$ cat src/rtl/regfile_ctrl.sv
`default_nettype none
// ============================================================================
// regfile_ctrl -- 16x16 register file sequencing one ALU instruction per 3 cycles
// Rev 1.0
// ============================================================================
module regfile_ctrl (
  input  logic        clk,
  input  logic        reset,
  input  logic        instr_valid,
  output logic        instr_ready,
  input  logic [4:0]  instr_op,
  input  logic [3:0]  instr_rdest,
  input  logic [3:0]  instr_rsrc,
  input  logic [7:0]  instr_imm,
  input  logic        instr_use_imm,
  input  logic        instr_imm_signed,
  output logic [15:0] alu_rdest,
  output logic [15:0] alu_rsrc,
  output logic [4:0]  alu_opcode,
  input  logic [15:0] alu_out,
  input  logic [4:0]  alu_flags,
  output logic [4:0]  psr,
  output logic        done,
  output logic        err,
  input  logic [3:0]  rd_addr,
  output logic [15:0] rd_data
);

  localparam int         DATA_W    = 16;
  localparam int         NUM_REGS  = 16;
  localparam logic [4:0] C_OP_CMP  = 5'd2;
  localparam logic [4:0] C_OP_LAST = 5'd9;

  typedef enum logic [1:0] {
    S_IDLE = 2'd0,
    S_EXEC = 2'd1,
    S_WB   = 2'd2
  } state_t;

  state_t              state_q, state_d;
  logic [DATA_W-1:0]   regs_q [NUM_REGS];
  logic [4:0]          op_q;
  logic [3:0]          rdest_q;
  logic [DATA_W-1:0]   opa_q;
  logic [DATA_W-1:0]   opb_q;
  logic [4:0]          psr_q;

  logic                w_ready;
  logic                w_accept;
  logic                w_retire;
  logic                w_illegal;
  logic                w_wr_en;
  logic                w_psr_en;
  logic [DATA_W-1:0]   w_imm_ext;
  logic [DATA_W-1:0]   w_src;

  always_comb begin
    state_d  = state_q;
    w_ready  = 1'b0;
    w_accept = 1'b0;
    w_retire = 1'b0;
    case (state_q)
      S_IDLE: begin
        w_ready = !reset;
        if (instr_valid && w_ready) begin
          w_accept = 1'b1;
          state_d  = S_EXEC;
        end
      end
      S_EXEC: state_d = S_WB;
      S_WB: begin
        // Reset in WB aborts the instruction, so retirement is gated here.
        w_retire = !reset;
        state_d  = S_IDLE;
      end
      default: state_d = S_IDLE;
    endcase
  end

  always_comb begin
    w_imm_ext = instr_imm_signed ? {{8{instr_imm[7]}}, instr_imm} : {8'h00, instr_imm};
    w_src     = instr_use_imm ? w_imm_ext : regs_q[instr_rsrc];
    w_illegal = (op_q > C_OP_LAST);
    w_wr_en   = w_retire && !w_illegal && (op_q != C_OP_CMP);
    w_psr_en  = w_retire && (op_q <= C_OP_CMP);
  end

  always_ff @(posedge clk) begin
    if (reset) begin
      state_q <= S_IDLE;
      op_q    <= '0;
      rdest_q <= '0;
      opa_q   <= '0;
      opb_q   <= '0;
      psr_q   <= '0;
      for (int i = 0; i < NUM_REGS; i++) begin
        regs_q[i] <= '0;
      end
    end else begin
      state_q <= state_d;
      if (w_accept) begin
        op_q    <= instr_op;
        rdest_q <= instr_rdest;
        opa_q   <= regs_q[instr_rdest];
        opb_q   <= w_src;
      end
      if (w_wr_en) begin
        regs_q[rdest_q] <= alu_out;
      end
      if (w_psr_en) begin
        psr_q <= alu_flags;
      end
    end
  end

  assign instr_ready = w_ready;
  assign alu_rdest   = opa_q;
  assign alu_rsrc    = opb_q;
  assign alu_opcode  = op_q;
  assign psr         = psr_q;
  assign done        = w_retire;
  assign err         = w_retire && w_illegal;
  assign rd_data     = regs_q[rd_addr];

endmodule
`default_nettype wire
$ cat config.mk
export PLATFORM = sky130hd
export DESIGN_NAME = regfile_ctrl
export DESIGN_NICKNAME = d
export VERILOG_FILES = /design/src/rtl/regfile_ctrl.sv
export SDC_FILE = /design/constraint.sdc
export NUM_CORES = 1
export LEC_CHECK = 0
export CAP_MARGIN = 5
export CORE_MARGIN = 5
export CORE_UTILIZATION = 54
export CTS_CLUSTER_DIAMETER = 60
export CTS_CLUSTER_SIZE = 16
export DETAILED_ROUTE_END_ITERATION = 8
export GPL_TIMING_DRIVEN = 1
export PLACE_DENSITY = 0.82
export SYNTH_ARGS = -nofsm -noshare
export SYNTH_HDL_FRONTEND = slang
export SYNTH_SLANG_ARGS = --single-unit
$ cat constraint.sdc
create_clock -name clk -period 2.78 [get_ports clk]
set_input_delay 0.695 -clock clk [delete_from_list [all_inputs] [get_ports clk]]
set_output_delay 0.695 -clock clk [all_outputs]
set_load 0.02 [all_outputs]
Word-level counts from Yosys, hierarchy flattened
Memories as Yosys holds them, arrays and structs flattened. A register that Yosys moved wholly into a read port is not among the register bits.
Cells that the tools add are included.
Word-level totals
  bits in registers: 32
  bits in writable memories: 256
  bits of input ports: 51
  output and inout bits: 61
  memories kept: 1
Memories
  regs_q: depth 16, width 16, rd ports 3, clocked after memory_dff 1, wr ports 16, RTL line 41  | logic [DATA_W-1:0] regs_q [NUM_REGS];
Cells by class
  order comparisons: 2
  equality and inequality tests: 4
  multiplexer cells: 16
  reductions and logical operators: 9
Operator list (number)
  16-bit two-way mux: 3
  16-bit OR reduction: 1
  1-bit two-way mux: 10
  5-bit by 4-bit > comparator with 1-bit output, second input constant: 1
  5-bit by 2-bit less-or-equal comparator with 1-bit output, second input constant: 1
  1-bit logical AND: 5
  5-bit by 2-bit != test with 1-bit output, second input constant: 1
  4-bit two-way mux: 1
  2-bit one-hot mux with 2 select lines: 1
  2-bit by 1-bit == test with 1-bit output, second input constant: 1
  2-bit == test, second input constant: 1
  1-bit zero test: 2
  2-bit zero test: 1
  2-bit two-way mux: 1
  2-bit != test, second input constant: 1

Logic depth before layout (Yosys ltp)
Gate-level depths: netlist of the first run.
  word-level depth: 9
  mapped depth: 7
  mapped depth without buffers: 6

Worst setup path before layout of the first run
No wires, ideal clock.
  path type: input-to-output
  start point: in rd_addr[0]
  end point: out rd_data[0]
  data arrival time: 2.270 ns
  required time: 2.085 ns
  slack: -0.185 ns
  stages on the path: 4
  cells stage by stage: buf_2 > buf_2 > mux4_2 > mux4_2
Between the ends
  word-level cells in the longest chain between the ends: 1
RTL lines
  start: declaration: RTL line 25  | input logic [3:0] rd_addr,
  memory read 16 x 16 bit
  end: declaration: RTL line 26  | output logic [15:0] rd_data
Every way passes these cells.

==> impl_metrics.json, run 1 <==
{
  "outcome": "finished, violations left",
  "violations": "setup timing",
  "row_count": 66,
  "path_max_fanout": 2,
  "ioPinCount": 112,
  "rsz0062_at_grt": "true",
  "critical_path_class": "flip-flop to output pin",
  "syn2layout_area_growth_pct": 19.8,
  "grt_antenna_before_repair": 5,
  "cp-end-kind": "output pin",
  "ys_types": 48,
  "clock_path_buffers": 3,
  "initial_core_util_pct": 54.3,
  "vias_per_cell": 6.95,
  "setup-violations-final": 16,
  "finalClockSkew_ps": 14.9,
  "ys_ff_latch": 304,
  "hold_path_class": "flip-flop to flip-flop",
  "syn_nets": 1206,
  "cts_tree": "done",
  "p_int_mw": 7.83,
  "synth_edf_count": 256,
  "cts.reportedPaths.clkPinSlew_ps": 70,
  "totalWireLength_um": 56700,
  "pre_cts_ws_ps": -689,
  "min_period_ps": 2910,
  "firstDrtPassIters": 5,
  "final_antenna_net_count": 0,
  "num-fill-cells": 2228,
  "maxCapViolations": 0,
  "fmax_mhz": 344,
  "htreeDepth": 1,
  "numCtsBuffers": 27,
  "final_nets": 1373,
  "async_flop_share_pct": 0,
  "grt_pass1_vias": 12440,
  "synth_ff_type": "edfxtp_1",
  "pwr-share-comb_pct": 16.5,
  "grt_max_degree": 51,
  "final_util_pct": 65.1,
  "synth_area_um2": 17500,
  "power.switching_mw": 2.86,
  "port-buffer-count": 111,
  "fin_cells": 1789,
  "crit_arrival_ps": 2210,
  "clock_latency_ps": 560,
  "power_density_nw_per_um2": 509,
  "drc": 0,
  "tightest_slew_ps": 740,
  "hold_viol": 0,
  "crit_required_ps": 2090,
  "yosysWarnings": 0,
  "totalPowerFinal_mw": 10.7,
  "grt-ovfl-total": 0,
  "gp_congestion": 0.965,
  "clkPwrFrac_pct": 34.3,
  "start_kind": "flip-flop",
  "die-area_um2": 36200,
  "vias": 12432,
  "ys_seq_area_share_pct": 49.3,
  "switching_share_pct": 26.7,
  "grt_use_total_pct": 31.4,
  "postLayoutSetupSlackWorst_ps": -126,
  "irDropWorstVdd_uv": 436,
  "syn_area_per_cell_um2": 15.2,
  "die_y_um": 190,
  "avgRoutedWirePerCell_um": 31.7,
  "clockRootBuffer": "clkbuf_16",
  "core_area_um2": 32300,
  "dp_cells": 1706,
  "grt_pass1_wl_um": 83100,
  "hpwl_um": 37000,
  "drive_above_1_share_pct": 33.5,
  "slew_headroom_pct": 50.5,
  "numClockSinks": 304,
  "syn_inst": 1155,
  "power.static_leakage_nw": 7.51,
  "die_x_um": 190,
  "layout_worst_path_cycle_share_pct": 105,
  "drtIter0Drc": 1757,
  "seq_power_share_pct": 49.3,
  "drv_slew": 0
}
cells by family after synthesis:
| family | synth area share [%] |
|---|---|
| muxes | 27.9 |
| DFF | 49.3 |
| AOI/OAI and AO/OA | 4.89 |
| and+or+nand+nor | 14.7 |
| buffers and inverters | 3.24 |
through the flow:
step           TNS (ps)  instance area (um2)  hold WS, ps
6_report          -1400                21000          454
5_1_grt           -1820                21000          474
4_1_cts           -1290                20900          458
3_5_place_dp     -10580                19800          449
3_3_place_gp     -10200                19800          442
2_1_floorplan         0                17600          473
flip-flops by register name, summed over array words and instances (netlist names):
name,count
alu_rdest,16
alu_opcode,5
rdest_q,4
psr,5
alu_rsrc,16
regs_q,256
state_q,2
path summary, 6_finish.rpt:
| check | from | cells after the start | slack (ps) | end |
|---|---|---|---|---|
| max | regs_q[12][1] | 3 | -130 | rd_data[1] |
| min | alu_rdest[6] | 2 | 450 | alu_rdest[6] |
| max reg2reg | alu_opcode[1] | 7 | 560 | regs_q[11][15] |
| min reg2reg | alu_rdest[6] | 2 | 450 | alu_rdest[6] |
area by class of cell:
type	count	area, um2	share of cell area (%)
well taps	442	553	2.63
multi-input cells	741	8330	39.6
flip-flops and latches	304	8650	41.2
clock inverters	13	119	0.566
inverters	3	11.3	0.0536
repair buffers	245	2630	12.5
clock buffers	37	713	3.39
diodes	4	10.0	0.0476
worst max-delay path, cell delays in order (launching register included):
cell	delay, ps
edfxtp_1	480
mux4_2	500
mux4_2	520
buf_6	150
timing repair:
item | in CTS | in global routing
resized for setup | 109 | 5
buffers inserted | 17 | 7
endpoints found under the hold margin | 0 | 0
gates cloned | 5 | 0
hold buffers | 0 | 0
setup endpoints to repair | 16 | 17
metal layers:
metal  vias to the layer above  wire length (um)  GRT usage, %  share of wire, %
met5                         -                13             0             0.023
met4                         2              3000          14.8               5.3
met3                       186              8420          9.87                15
met2                      1127             26600          48.9                47
met1                      6197             18600          40.7                33
li1                       4920                 -             -                 -
power by group through the flow:
stage | sequential [mW] | combinational [mW] | clock (mW)
2_1_floorplan | 5.33 | 0.984 | 0
3_3_place_gp | 5.35 | 1.63 | 0
3_5_place_dp | 5.36 | 1.66 | 0
4_1_cts | 5.26 | 1.72 | 3.67
5_1_grt | 5.28 | 1.82 | 3.85
6_report | 5.27 | 1.76 | 3.66
synthesized netlist by cell type, drive strengths merged (4+ instances only):
cell	instances	area, um2
and2	257	1610
edfxtp	256	7690
mux4	208	4680
clkbuf	58	218
buf	49	339
dfxtp	48	961
nand2	47	198
a21oi	33	165
a22o	32	280
nor2	26	100
or2	18	113
o21ai	17	88.8
nor4	16	340
mux2	14	158
a211oi	12	90.1
nor2b	12	75.1
o221ai	8	70.1
a22oi	7	52.6
mux2i	5	50.1
nand3	5	25.0
a311oi	4	35.0
or2b	4	37.5
layout by cell type, fill, tap and decap left out, drive strengths merged, types with 2 or more instances in the layout:
master and instances:
a31o 3, mux2 14, nand3 5, edfxtp 256
nor3b 3, a311oi 4, dfxtp 48, nand2 47
and2 257, nor2 26, nor2b 12, mux2i 5
or2b 4, nand2b 2, mux4 208, nand3b 2
a211oi 12, a21oi 33, a22o 32, o221ai 8
or2 18, buf 157, clkbuf 37, clkinv 9
o21ai 17, inv 7, clkdlybuf4s50 86, a22oi 7
nor4 16, diode 4
Power figures use the tool's default switching activity.
==> run 2: changes to the inputs <==
--- a/config.mk
+++ b/config.mk
@@ -6,7 +6,7 @@
 export NUM_CORES = 1
 export LEC_CHECK = 0
 export CAP_MARGIN = 5
-export CORE_MARGIN = 5
+export CORE_MARGIN = 2
 export CORE_UTILIZATION = 54
 export CTS_CLUSTER_DIAMETER = 60
 export CTS_CLUSTER_SIZE = 16
==> run 2 against run 1 <==
Against the previous run: the flow still finishes with violations (setup timing); design area down 0.72%; worst setup slack got worse by 7.5 ps; non-clock buffer count fell by 22; routed wire length up 2.2%; critical endpoint is now rd_data[8]; largest cell class unchanged; largest power group unchanged.
==> impl_metrics.json, run 2 (synthesized netlist as in run 1, its figures left out) <==
{
  "drtIter0Drc": 1945,
  "vias_per_cell": 7.17,
  "finalClockSkew_ps": 15.7,
  "numClockSinks": 304,
  "cts.reportedPaths.clkPinSlew_ps": 70,
  "final_antenna_net_count": 0,
  "maxCapViolations": 0,
  "totalWireLength_um": 58000,
  "clock_latency_ps": 550,
  "largest_register_ffs": 256,
  "totalPowerFinal_mw": 10.8,
  "rsz0062_at_grt": "true",
  "clock_path_buffers": 3,
  "row_count": 65,
  "grt-ovfl-total": 0,
  "drv_slew": 0,
  "largest_register": "regs_q",
  "avgRoutedWirePerCell_um": 33.0,
  "irDropWorstVdd_uv": 529,
  "core_area_um2": 31800,
  "dpl_cell_area_um2": 19600,
  "hold_viol": 0,
  "power_density_nw_per_um2": 515,
  "hpwl_um": 36000,
  "final_nets": 1351,
  "port-buffer-count": 111,
  "grt_max_degree": 58,
  "grt_pass1_vias": 12692,
  "die-area_um2": 33900,
  "grt_antenna_before_repair": 1,
  "layout_common_cells": "and2_1 (256), edfxtp_1 (256), mux4_2 (208)",
  "hold_path_class": "flip-flop to flip-flop",
  "crit_required_ps": 2090,
  "die_y_um": 184,
  "min_period_ps": 2910,
  "firstDrtPassIters": 8,
  "initial_core_util_pct": 55.2,
  "vias": 12597,
  "drive_above_1_share_pct": 32.6,
  "grt_pass1_wl_um": 83600,
  "syn2layout_area_growth_pct": 19.0,
  "postLayoutSetupSlackWorst_ps": -134,
  "violations": "setup timing",
  "setup-violations-final": 16,
  "die_x_um": 184,
  "start_kind": "input pin",
  "setup_tns_ps": -1550,
  "fin_cells": 1756,
  "grt_use_total_pct": 34.7,
  "outcome": "finished, violations left",
  "postCtsHoldBufs": 0,
  "slew_headroom_pct": 55.0,
  "drc": 0,
  "cts_tree": "done",
  "fmax_mhz": 343,
  "layout_worst_path_cycle_share_pct": 105,
  "clockRootBuffer": "clkbuf_16",
  "num-fill-cells": 2110,
  "path_max_fanout": 6,
  "dp_cells": 1682,
  "crit_arrival_ps": 2220,
  "numCtsBuffers": 27,
  "critical_path_class": "input pin to output pin",
  "hold_slack_ps": 453,
  "final_cell_area_um2": 20900,
  "gp_congestion": 1.00,
  "htreeDepth": 1,
  "power.static_leakage_nw": 7.42,
  "ioPinCount": 112,
  "tightest_slew_ps": 672,
  "cp-end-kind": "output pin"
}
## run 2: cell types whose count changed in the layout (fill, tap and decap cells not counted), sizes merged
cell / change
buf: -22
clkbuf: +1
clkinv: -5
clkinvlp: +1
diode: -3
inv: +2
## run 2: layout make-up
| type | instances | area (um2) | share of cell area [%] |
|---|---|---|---|
| Sequential cell | 304 | 8650 | 41.4 |
| Multi-Input combinational cell | 741 | 8320 | 39.9 |
| Timing Repair Buffer | 223 | 2480 | 11.9 |
| Clock buffer | 38 | 758 | 3.63 |
| Tap cell | 435 | 544 | 2.61 |
| Clock inverter | 11 | 95.1 | 0.456 |
| Inverter | 3 | 11.3 | 0.0540 |
| Antenna cell | 1 | 2.50 | 0.0120 |
## run 2: critical path, cell delays in order
cell    delay [ps]
buf_16         150
buf_12         150
mux4_2         500
mux4_2         550
buf_6          170
## run 2: path summary, 6_finish.rpt
check | depth (start not counted) | slack (ps) | end | start
setup reg to reg | 6 | 640 | regs_q[7][6] | alu_opcode[2]
hold reg to reg | 2 | 450 | alu_rdest[7] | alu_rdest[7]
hold / removal | 2 | 450 | alu_rdest[7] | alu_rdest[7]
setup / recovery | 5 | -130 | rd_data[8] | rd_addr[0]
## run 2: repair_timing
action                     4_1_cts  5_1_grt
cloned                           9        0
setup endpoints to repair       16       16
buffers inserted                11        6
gates resized for setup        113        0
## run 2: metal layers
metal	vias to the layer above	GRT usage (%)	wire length, um
met1	6229	45.1	18700
met2	1239	53.3	26700
li1	4862	-	-
met5	-	0	0
met3	267	10.0	8730
met4	0	18.3	3830
## run 2: report_power, final
group          switching, mW  internal (mW)  total [mW]
combinational          0.894          0.862        1.76
clock                   1.78           1.95        3.73
sequential             0.169           5.10        5.27
total                   2.85           7.91        10.8
## run 2: metrics by stage
stage                     worst slack, ps  util [%]
after global placement               -631      61.7
after global routing                 -137      65.6
final                                -134      65.6
after detailed placement             -669      61.7
after floorplan                      8.66         -
after CTS                            -154      65.6
==> run 3: changes to the inputs <==
--- a/config.mk
+++ b/config.mk
@@ -5,14 +5,15 @@
 export SDC_FILE = /design/constraint.sdc
 export NUM_CORES = 1
 export LEC_CHECK = 0
+export ABC_AREA = 1
 export CAP_MARGIN = 5
 export CORE_MARGIN = 2
-export CORE_UTILIZATION = 54
+export CORE_UTILIZATION = 35
 export CTS_CLUSTER_DIAMETER = 60
 export CTS_CLUSTER_SIZE = 16
 export DETAILED_ROUTE_END_ITERATION = 8
 export GPL_TIMING_DRIVEN = 1
-export PLACE_DENSITY = 0.82
+export PLACE_DENSITY = 0.57
 export SYNTH_ARGS = -nofsm -noshare
 export SYNTH_HDL_FRONTEND = slang
 export SYNTH_SLANG_ARGS = --single-unit
==> constraint.sdc (replaced) <==
create_clock -name clk -period 3.7 [get_ports clk]
set_input_delay 0.925 -clock clk [delete_from_list [all_inputs] [get_ports clk]]
set_output_delay 0.925 -clock clk [all_outputs]
set_load 0.02 [all_outputs]
==> run 3 against run 2 <==
Against the previous run: count of clock-buffer cells in the layout fell by 2; clock skew is 3.2 ps higher; register-to-register slack better by 660 ps; non-clock buffer count up 8; utilization down 24 points; cell count is 73% higher; sequential power down 26%; synthesized cell count up 95%; power fell by 16%; largest cell class unchanged; the run now ends clean; critical path depth up 3; design area grew 3.8%.
==> impl_metrics.json, run 3 <==
{
  "slowest_delay_ps": 470,
  "critical_path_class": "input pin to output pin",
  "cts_tree": "done",
  "syn_inst": 2256,
  "clock_latency_ps": 570,
  "fin_cells": 3031,
  "row_count": 83,
  "grt_pass1_wl_um": 110000,
  "vias": 17844,
  "vias_per_cell": 5.89,
  "synth_area_um2": 18300,
  "gp_congestion": 0.965,
  "outcome": "finished, final reports clean",
  "num-fill-cells": 5154,
  "ys_seq_area_share_pct": 47.2,
  "drc": 0,
  "ys_types": 29,
  "syn_area_per_cell_um2": 8.11,
  "critPathSlowestCell": "clkdlybuf4s50_1",
  "grt_max_degree": 83,
  "numCtsBuffers": 35,
  "die-area_um2": 54100,
  "clockRootBuffer": "clkbuf_16",
  "grt_antenna_before_repair": 4,
  "n_antenna_cell": 0,
  "synth.top_cell.area_share_pct": 42.0,
  "totalWireLength_um": 75700,
  "largest_register": "regs_q",
  "dp_cells": 2969,
  "layout_common_cells": "nand2_1 (351), edfxtp_1 (256), o21ai_0 (230)",
  "setup-violations-final": 0,
  "port-buffer-count": 111,
  "grt-ovfl-total": 0,
  "final_antenna_net_count": 0,
  "avgRoutedWirePerCell_um": 25.0,
  "synthTopCellsByArea": "edfxtp_1 (42%), o211ai_1 (8.1%), nand2_1 (7.2%)",
  "syn_nets": 2307,
  "syn2layout_area_growth_pct": 18.3,
  "drive_above_1_share_pct": 13.9,
  "numClockSinks": 304,
  "postLayoutSetupSlackWorst_ps": 85.2,
  "die_y_um": 233,
  "grt_pass1_vias": 16422,
  "ys_top_cells_by_count": "nand2_1 (351), edfxtp_1 (256), o21ai_0 (231)",
  "hold_viol": 0,
  "yosysMostFrequentCell": "nand2_1",
  "maxCapViolations": 0,
  "firstDrtPassIters": 8,
  "fmax_mhz": 277,
  "critPathTopFamily": "buffers and inverters",
  "final_nets": 2377,
  "initial_core_util_pct": 35.5,
  "clock_path_buffers": 3,
  "power_density_nw_per_um2": 415,
  "final_util_pct": 42.1,
  "layout_worst_path_cycle_share_pct": 97.7,
  "hpwl_um": 48700,
  "slew_headroom_pct": 37.3,
  "core_area_um2": 51500,
  "final_common_cell": "nand2_1",
  "die_x_um": 233,
  "tightest_slew_ps": 940,
  "synth_edf_count": 256,
  "start_kind": "input pin",
  "cts.reportedPaths.clkPinSlew_ps": 70,
  "drtIter0Drc": 2611,
  "htreeDepth": 2,
  "synth_ff_type": "edfxtp_1",
  "min_period_ps": 3610,
  "postCtsHoldBufs": 0,
  "crit_required_ps": 2770,
  "grt_use_total_pct": 27.5,
  "crit_arrival_ps": 2690,
  "rsz0062_at_grt": "false",
  "pre_cts_ws_ps": -92.7,
  "cp_cell_sequence": "clkdlybuf4s50_1 > inv_1 > buf_12 > nand2_1 > o22ai_1 > o21ai_0 > buf_4 > dlygate4sd2_1",
  "cp_num_buf_inv": 5,
  "ys_ff_latch": 304,
  "drv_slew": 0,
  "hold_path_class": "flip-flop to flip-flop",
  "irDropWorstVdd_uv": 267,
  "largest_register_ffs": 256,
  "async_flop_share_pct": 0,
  "ioPinCount": 112,
  "area.sequential_um2": 8650,
  "synth_top_area_cell": "edfxtp_1",
  "path_max_fanout": 22,
  "cp-end-kind": "output pin",
  "yosysWarnings": 0,
  "power.static_leakage_nw": 8.61,
  "multi_input_area_um2": 8060,
  "finalClockSkew_ps": 19.0
}
-- run 3: changes by cell type after synthesis, sizes merged, moves of 179 or more --
cell,change
and2,-257
o211ai,+197
nor2,+304
nand2,+320
inv,+179
o21ai,+214
nand3,+204
mux4,-208
-- run 3: final timing paths --
kind | startpoint | to | slack [ps] | cells after the start
setup / recovery | rd_addr[2] | rd_data[12] | 90 | 8
hold / removal | psr[3] | psr[3] | 450 | 2
setup reg to reg | alu_opcode[2] | regs_q[13][5] | 1300 | 7
hold reg to reg | psr[3] | psr[3] | 450 | 2
-- run 3: repair_timing --
action,in CTS,in global routing
endpoints found under the setup margin,14,6
buffers inserted,0,0
resized for setup,13,6
-- run 3: routing by layer --
layer	wire, um	vias to the layer above	global-route usage, %
li1	-	7982	-
met1	30700	8521	37.5
met2	33100	1118	42.5
met3	8260	219	5.38
met4	3570	4	12.0
met5	27	-	0
-- run 3: cells by family after synthesis --
logic type             share of synthesized area, %
AND/OR/NAND/NOR                                22.9
buffers and inverters                          8.77
AO/OA/AOI/OAI                                  21.1
flip-flops                                     47.2
-- run 3: area by class of cell --
| cell class | count | area share (%) |
|---|---|---|
| Sequential cell | 304 | 39.9 |
| Multi-Input combinational cell | 1568 | 37.2 |
| Timing Repair Buffer | 231 | 10.4 |
| Clock buffer | 36 | 4.06 |
| Tap cell | 680 | 3.93 |
| Inverter | 186 | 3.23 |
| Clock inverter | 26 | 1.21 |
-- run 3: worst register-to-register path, stage by stage, from the launching register on --
cell and delay, ps:
dfxtp_1 330, o21a_1 220, nor2_4 110, nand3_4 180, nor3_4 410, nand2_4 60, nand2_1 500, buf_4 290
-- run 3: stage by stage --
step           hold WS (ps)  setup TNS, ps  total power [mW]  instance area, um2
2_1_floorplan           434              0              4.79               18300
3_3_place_gp            432           -494              5.45               20500
3_5_place_dp            440           -577              5.46               20500
4_1_cts                 449              0              9.00               21600
5_1_grt                 473              0              9.28               21700
6_report                447              0              8.99               21700
-- run 3: where the power goes --
part | leakage [nW] | switching [mW] | total, mW | internal [mW]
logic | 5.03 | 1.01 | 1.49 | 0.483
clock network | 0.550 | 1.59 | 3.58 | 1.99
registers | 3.04 | 0.0876 | 3.92 | 3.84
